--- src/rtl/sha512_msg_padder_pkg.sv ---
// Shared types and constants for the SHA-2 message padder: FSM states, mode
// encoding, block geometry and the padding marker byte.
package sha512_msg_padder_pkg;
    localparam int WORD_W      = 64;
    localparam int WORDS       = 16;
    localparam int BYTES_W     = WORD_W / 8;
    localparam int BLK_W       = WORD_W * WORDS;
    localparam int LEN_FIELD_W = 128;

    localparam logic [7:0] PAD_MARKER = 8'h80;

    typedef enum logic [1:0] {
        MODE_224 = 2'd0,
        MODE_256 = 2'd1,
        MODE_384 = 2'd2,
        MODE_512 = 2'd3
    } sha_mode_e;

    typedef enum logic [2:0] {
        ST_FILL,
        ST_PAD,
        ST_ISSUE,
        ST_WAIT,
        ST_EXTRA
    } pad_state_e;

    // Word i lives at index WORDS-1-i and byte b at index BYTES_W-1-b, so the
    // flattened vector matches the big-endian core_block_msg layout.
    typedef logic [WORDS-1:0][BYTES_W-1:0][7:0] block_t;
endpackage

--- src/rtl/sha512_msg_padder_if.sv ---
// Message-word stream into the padder: valid/ready handshake plus word,
// last flag, valid-byte count and SHA-2 variant.
interface sha512_msg_padder_if;
    import sha512_msg_padder_pkg::*;

    logic              s_valid;
    logic              s_ready;
    logic [WORD_W-1:0] s_data;
    logic              s_last;
    logic [3:0]        s_bytes;
    logic [1:0]        s_mode;

    modport master (output s_valid, s_data, s_last, s_bytes, s_mode, input s_ready);
    modport slave  (input s_valid, s_data, s_last, s_bytes, s_mode, output s_ready);
endinterface

--- src/rtl/sha512_pad_insert.sv ---
// Combinational marker/length insertion into a 1024-bit block: writes 0x80 at
// the given word/byte, clears the rest of that word, and optionally the length.
module sha512_pad_insert
    import sha512_msg_padder_pkg::*;
(
    input  block_t                  blk_i,
    input  logic                    mk_en,
    input  logic [3:0]              mk_word,
    input  logic [2:0]              mk_byte,
    input  logic                    len_en,
    input  logic [LEN_FIELD_W-1:0]  len_field,
    output block_t                  blk_o
);
    always_comb begin
        blk_o = blk_i;
        if (mk_en) begin
            for (int b = 0; b < BYTES_W; b++) begin
                if (3'(b) == mk_byte)
                    blk_o[~mk_word][3'(BYTES_W - 1 - b)] = PAD_MARKER;
                else if (3'(b) > mk_byte)
                    blk_o[~mk_word][3'(BYTES_W - 1 - b)] = '0;
            end
        end
        // Words 14:15 are the two least-significant words of the block.
        if (len_en)
            blk_o[1:0] = len_field;
    end
endmodule

--- src/rtl/sha512_msg_padder.sv ---
// SHA-384/512 message padder: fills a 16-word block from the input stream,
// appends the 0x80 marker and bit length, and hands blocks to the hash core.
module sha512_msg_padder
    import sha512_msg_padder_pkg::*;
#(
    parameter int LEN_W = 64
) (
    input  logic              clk,
    input  logic              reset_n,
    input  logic              zeroize,
    sha512_msg_padder_if.slave s,
    output logic              core_init_cmd,
    output logic              core_next_cmd,
    output logic [1:0]        core_mode,
    output logic [BLK_W-1:0]  core_block_msg,
    input  logic              core_ready,
    output logic              busy
);
    pad_state_e       state_q, state_d;
    block_t           blk_q, ins_blk;
    logic [3:0]       idx_q, last_j_q, last_k_q;
    logic [LEN_W-1:0] len_q;
    sha_mode_e        mode_q;
    logic             in_msg_q, first_blk_q, extra_q, final_q, mk_done_q, wait_first_q;

    logic             pad_mk_en, pad_final, ins_mk_en, ins_len_en;
    logic [3:0]       pad_mk_word, ins_mk_word;
    logic [2:0]       pad_mk_byte, ins_mk_byte;
    logic [6:0]       len_add;
    logic             wait_exit;

    assign len_add   = s.s_last ? {s.s_bytes, 3'b000} : 7'd64;
    assign wait_exit = (state_q == ST_WAIT) && !wait_first_q && core_ready;

    // A full final word pushes the marker into the next word, if one exists.
    always_comb begin
        pad_mk_en   = 1'b1;
        pad_mk_word = last_j_q;
        pad_mk_byte = last_k_q[2:0];
        if (last_k_q[3]) begin
            pad_mk_word = last_j_q + 4'd1;
            pad_mk_byte = 3'd0;
            pad_mk_en   = (last_j_q != 4'd15);
        end
        pad_final = pad_mk_en && (pad_mk_word <= 4'd13);
    end

    always_comb begin
        ins_mk_en   = pad_mk_en;
        ins_mk_word = pad_mk_word;
        ins_mk_byte = pad_mk_byte;
        ins_len_en  = pad_final;
        if (state_q == ST_EXTRA) begin
            ins_mk_en   = !mk_done_q;
            ins_mk_word = 4'd0;
            ins_mk_byte = 3'd0;
            ins_len_en  = 1'b1;
        end
    end

    sha512_pad_insert u_insert (
        .blk_i     (blk_q),
        .mk_en     (ins_mk_en),
        .mk_word   (ins_mk_word),
        .mk_byte   (ins_mk_byte),
        .len_en    (ins_len_en),
        .len_field (LEN_FIELD_W'(len_q)),
        .blk_o     (ins_blk)
    );

    always_ff @(posedge clk or negedge reset_n) begin
        if (!reset_n) state_q <= ST_FILL;
        else          state_q <= state_d;
    end

    always_comb begin
        state_d = state_q;
        case (state_q)
            ST_FILL:  if (s.s_valid) begin
                          if (s.s_last)            state_d = ST_PAD;
                          else if (idx_q == 4'd15) state_d = ST_ISSUE;
                      end
            ST_PAD:   state_d = ST_ISSUE;
            ST_ISSUE: if (core_ready) state_d = ST_WAIT;
            ST_WAIT:  if (wait_exit) state_d = extra_q ? ST_EXTRA : ST_FILL;
            ST_EXTRA: state_d = ST_ISSUE;
            default:  state_d = ST_FILL;
        endcase
        if (zeroize) state_d = ST_FILL;
    end

    always_comb begin
        s.s_ready     = reset_n && (state_q == ST_FILL);
        core_init_cmd = (state_q == ST_ISSUE) && core_ready && !zeroize && first_blk_q;
        core_next_cmd = (state_q == ST_ISSUE) && core_ready && !zeroize && !first_blk_q;
        busy          = !((state_q == ST_FILL) && (idx_q == 4'd0) && !in_msg_q);
    end

    always_ff @(posedge clk or negedge reset_n) begin
        if (!reset_n) begin
            blk_q <= '0; idx_q <= '0; len_q <= '0; mode_q <= MODE_224;
            last_j_q <= '0; last_k_q <= '0; in_msg_q <= 1'b0; first_blk_q <= 1'b1;
            extra_q <= 1'b0; final_q <= 1'b0; mk_done_q <= 1'b0; wait_first_q <= 1'b0;
        end else if (zeroize) begin
            blk_q <= '0; idx_q <= '0; len_q <= '0; mode_q <= MODE_224;
            last_j_q <= '0; last_k_q <= '0; in_msg_q <= 1'b0; first_blk_q <= 1'b1;
            extra_q <= 1'b0; final_q <= 1'b0; mk_done_q <= 1'b0; wait_first_q <= 1'b0;
        end else begin
            case (state_q)
                ST_FILL: if (s.s_valid) begin
                    blk_q[~idx_q] <= s.s_data;
                    len_q         <= len_q + LEN_W'(len_add);
                    idx_q         <= idx_q + 4'd1;
                    if (!in_msg_q) begin
                        mode_q   <= sha_mode_e'(s.s_mode);
                        in_msg_q <= 1'b1;
                    end
                    if (s.s_last) begin
                        last_j_q <= idx_q;
                        last_k_q <= s.s_bytes;
                    end
                end
                ST_PAD: begin
                    blk_q     <= ins_blk;
                    final_q   <= pad_final;
                    extra_q   <= !pad_final;
                    mk_done_q <= pad_mk_en;
                end
                ST_ISSUE: if (core_ready) begin
                    first_blk_q  <= 1'b0;
                    wait_first_q <= 1'b1;
                end
                ST_WAIT: begin
                    wait_first_q <= 1'b0;
                    if (wait_exit) begin
                        blk_q   <= '0;
                        idx_q   <= '0;
                        extra_q <= 1'b0;
                        if (!extra_q && final_q) begin
                            in_msg_q    <= 1'b0;
                            first_blk_q <= 1'b1;
                            len_q       <= '0;
                            final_q     <= 1'b0;
                        end
                    end
                end
                ST_EXTRA: begin
                    blk_q   <= ins_blk;
                    final_q <= 1'b1;
                end
                default: ;
            endcase
        end
    end

    assign core_mode      = mode_q;
    assign core_block_msg = blk_q;
endmodule
--- src/flat_wrapper.sv ---
// flat-port wrapper written by rule: the top's interface ports become plain ports
module sha512_msg_padder_flat import sha512_msg_padder_pkg::*;
#(
    parameter int LEN_W = 64
)
  (clk, reset_n, zeroize, core_init_cmd, core_next_cmd, core_mode, core_block_msg, core_ready, busy, s_s_valid, s_s_data, s_s_last, s_s_bytes, s_s_mode, s_s_ready);
  sha512_msg_padder_if s_i ();
  input  logic clk;
  input  logic reset_n;
  input  logic zeroize;
  output logic core_init_cmd;
  output logic core_next_cmd;
  output logic [1:0] core_mode;
  output logic [BLK_W-1:0] core_block_msg;
  input  logic core_ready;
  output logic busy;
  input wire logic [$bits(s_i.s_valid)-1:0] s_s_valid;
  input wire logic [$bits(s_i.s_data)-1:0] s_s_data;
  input wire logic [$bits(s_i.s_last)-1:0] s_s_last;
  input wire logic [$bits(s_i.s_bytes)-1:0] s_s_bytes;
  input wire logic [$bits(s_i.s_mode)-1:0] s_s_mode;
  output wire logic [$bits(s_i.s_ready)-1:0] s_s_ready;
  assign s_i.s_valid = s_s_valid;
  assign s_i.s_data = s_s_data;
  assign s_i.s_last = s_s_last;
  assign s_i.s_bytes = s_s_bytes;
  assign s_i.s_mode = s_s_mode;
  assign s_s_ready = s_i.s_ready;
  sha512_msg_padder #(.LEN_W(LEN_W)) u_core (.clk(clk), .reset_n(reset_n), .zeroize(zeroize), .s(s_i), .core_init_cmd(core_init_cmd), .core_next_cmd(core_next_cmd), .core_mode(core_mode), .core_block_msg(core_block_msg), .core_ready(core_ready), .busy(busy));
endmodule
--- config.mk ---
export PLATFORM = sky130hd
export DESIGN_NAME = sha512_msg_padder_flat
export DESIGN_NICKNAME = d
export VERILOG_FILES = /design/src/rtl/sha512_msg_padder_pkg.sv /design/src/rtl/sha512_msg_padder_if.sv /design/src/rtl/sha512_pad_insert.sv /design/src/rtl/sha512_msg_padder.sv /design/src/flat_wrapper.sv
export SDC_FILE = /design/constraint.sdc
export NUM_CORES = 2
export LEC_CHECK = 0
export CORE_AREA = 2 2 426 428
export CTS_BUF_LIST = sky130_fd_sc_hd__clkbuf_4 sky130_fd_sc_hd__clkbuf_8 sky130_fd_sc_hd__clkbuf_16
export CTS_CLUSTER_SIZE = 10
export DETAILED_ROUTE_END_ITERATION = 8
export DIE_AREA = 0 0 428 430
export SLEW_MARGIN = 20
export SYNTH_ARGS = -nofsm -noshare
export SYNTH_HDL_FRONTEND = slang
export SYNTH_SLANG_ARGS = --single-unit
--- constraint.sdc ---
create_clock -name clk -period 3.15 [get_ports clk]
set_input_delay 0.315 -clock clk [delete_from_list [all_inputs] [get_ports clk]]
set_output_delay 0.315 -clock clk [all_outputs]
set_load 0.05 [all_outputs]
==> out/metrics.yaml <==
status: "complete, no violations"
synth-seq-area-share_pct: 62.36
grt_pass1_wl_um: 338100
worstPathMaxFanout: 12
globalRouteTotalUtil_pct: 26.19
async_reset_ff_share_pct: 100.0
min_period_ns: 3.074
io_pins: 1106
core_um2: 179800
port_buffers: 1105
fillers: 17850
clk_pin_slew_ns: 0.06
dieArea_um2: 184000
r2r_slack_ns: 0.08
htree_levels: 4
synth_cell_type_count: 93
grt_pass1_vias: 40270
clock-sinks: 1108
slowest_stage: "dfrtp_1"
worstPathRequired_ns: 3.84
leakage_nw: 28.34
total_power_mw: 45.76
syn_inst: 3985
rsz0062_at_grt: "no"
synth_nets: 4071
antenna_found_initial: 14
slowest_delay_ns: 0.57
clk_latency_ns: 0.83
dieWidth_um: 428
p_per_area_nw_per_um2: 699.4
synth_mux_area_share_pct: 0.8639
slew_viol_final: 0
cts_root_buf: "clkbuf_16"
synth_top_family_by_area: "compound AO/OA/AOI/OAI gates"
tightestPinTransition_ns: 1.036
postRouteAntennaNets: 0
peakVddDrop_mv: 0.7467
cts_buffers: 137
area_growth_pct: 47.13
worst-r2r-cell-count: 9
hold_violations: 0
wl_per_cell_um: 32.24
rows: 156
cp_common_cell: "buf_4"
drc: 0
r2r_end: "u_core.core_block_msg[395]"
fp.dieH_um: 430
synth-xor-area-share_pct: 0.09849
synth_edf_count: 0
ys_warn_count: 0
hpwlAfterDp_um: 182500
post_cts_buffers: 0
crit_arrival_ns: 3.77
synth-compound-area-share_pct: 22.71
cap_violations: 0
vias: 40740
final_cell_mix: "dfrtp_1, clkdlybuf4s50_1, nand2_1"
cp-start-kind: "flip-flop"
grt.overflow.total: 0
skew_ns: 0.05343
synth_flop_cell: "dfrtp_1"
crit_path_end_kind: "flip-flop"
critPathKind: "flip-flop to flip-flop"
start_util_pct: 24.73
drt_iter0_drc: 3924
dpl.cell_count: 7502
netlist_area_um2: 44470
cts_tree: "yes"
grt_max_degree: 153
yosys.area_share.simple_pct: 10.28
path_cells: "buf_4 > mux2_4 > a222oi_1 > buf_4 > o211a_2 > buf_4 > o211ai_1 > buf_4 > a22o_1"
final_common_cell: "dfrtp_1"
instances_no_fill: 7711
ys_ff_latch: 1108
clockBufferDepth: 3
hold_slack_ns: 0.04869
routed_wirelength_um: 248600
slew-limit-headroom_pct: 30.74
place_congestion: 0.9475
setup_tns_ns: 0
drive_gt1_share_pct: 12.12
setup_viol: 0
syn_area_per_cell_um2: 11.16
finalNetCount: 5361
regToRegStartpoint: "u_core.state_q[0]"
fmax_mhz: 325.3
finalCritPeriodShare_pct: 97.59
viasPerCell: 5.284
dr.pass1.iters: 6
min_path_type: "input pin to asynchronous set/reset pin"
synthAdderAreaFrac_pct: 0.2983
utilization_pct: 36.39
==> flip-flops by register name, summed over array words and instances, names as in the netlist, 2 cells and up <==
register and flops:
u_core.len_q 61, u_core.last_k_q 4, u_core.core_block_msg 1024, u_core.last_j_q 4, u_core.idx_q 4, u_core.core_mode 2, u_core.state_q 3
==> how the worst max path moves through the flow <==
stage / cells after the start / end / slack (ns) / from
finish: 9 / u_core.core_block_msg[395] / 0.08 / u_core.state_q[0]
global route: 7 / u_core.core_block_msg[143] / 0.01 / u_core.last_j_q[0]
global placement: 11 / u_core.core_block_msg[135] / -0.06 / core_ready
detailed placement: 11 / u_core.core_block_msg[135] / -0.04 / core_ready
CTS: 6 / busy / 0.02 / u_core.state_q[0]
floorplan: 6 / core_next_cmd / 0.42 / zeroize
==> logic make-up after synthesis <==
family                     after synthesis
buffers and inverters                  357
adders and majority gates               10
and+or+nand+nor                       1036
DFF                                   1108
xor gates and xnor gates                 5
muxes                                   37
AOI/OAI and AO/OA                     1432
==> cells in the mapped netlist, types with 24 or more instances <==
library cell | number | area [um^2]
a21oi_1 | 88 | 440.4
a22o_1 | 464 | 4064
a31oi_1 | 54 | 337.8
a32o_1 | 51 | 510.5
buf_1 | 24 | 90.09
buf_2 | 85 | 425.4
clkbuf_1 | 198 | 743.2
dfrtp_1 | 1107 | 27700
inv_1 | 35 | 131.4
mux2i_1 | 29 | 290.3
nand2_1 | 661 | 2481
nand3_1 | 78 | 390.4
nor2_1 | 113 | 424.2
nor3_1 | 33 | 165.2
o211ai_1 | 28 | 210.2
o21ai_0 | 512 | 2562
o22ai_1 | 24 | 150.1
o2bb2ai_1 | 43 | 376.6
==> power by group <==
part,internal [mW],switching (mW)
combinational,3.94,10.1
sequential,15.3,0.832
clock,9.01,6.55
==> what timing repair did <==
item / in CTS / in global routing
cloned: 0 / 0
pin swaps: 0 / 1
hold buffers: 3 / 0
endpoints found under the setup margin: 2 / 36
endpoints found under the hold margin: 333 / 0
gates resized for setup: 5 / 3
==> critical path, delay by kind of cell (launching register included) <==
family                 cells  cell delay (ns)
buffers and inverters      4             0.99
muxes                      1             0.31
AOI/OAI and AO/OA          4             1.08
DFF                        1             0.57
==> routing by layer <==
metal / global-route usage (%) / wire length [um] / up-vias
met3: 6.572 / 18970 / 522
met5: 0 / 0 / -
li1: - / - / 17080
met1: 30.55 / 94110 / 20940
met2: 43.31 / 118200 / 2202
met4: 16.07 / 17310 / 0
==> final cells by class <==
class | count | area (um^2) | share of cell area [%]
inverters | 36 | 135.1 | 0.2065
clock inverters | 28 | 565.5 | 0.8644
multi-input cells | 2520 | 15430 | 23.59
clock buffers | 165 | 3705 | 5.663
diodes | 12 | 30.03 | 0.04590
flip-flops and latches | 1108 | 27730 | 42.38
well taps | 2370 | 2965 | 4.533
repair buffers | 1472 | 14860 | 22.71
==> stage by stage <==
stage | area, um^2 | setup slack, ns
global route | 65400 | 0.01125
finish | 65420 | 0.07589
detailed placement | 61040 | -0.04440
CTS | 65360 | 0.01933
global placement | 61040 | -0.06474
floorplan | 44480 | 0.4197
Note: power is estimated with default switching activity, not from simulation.
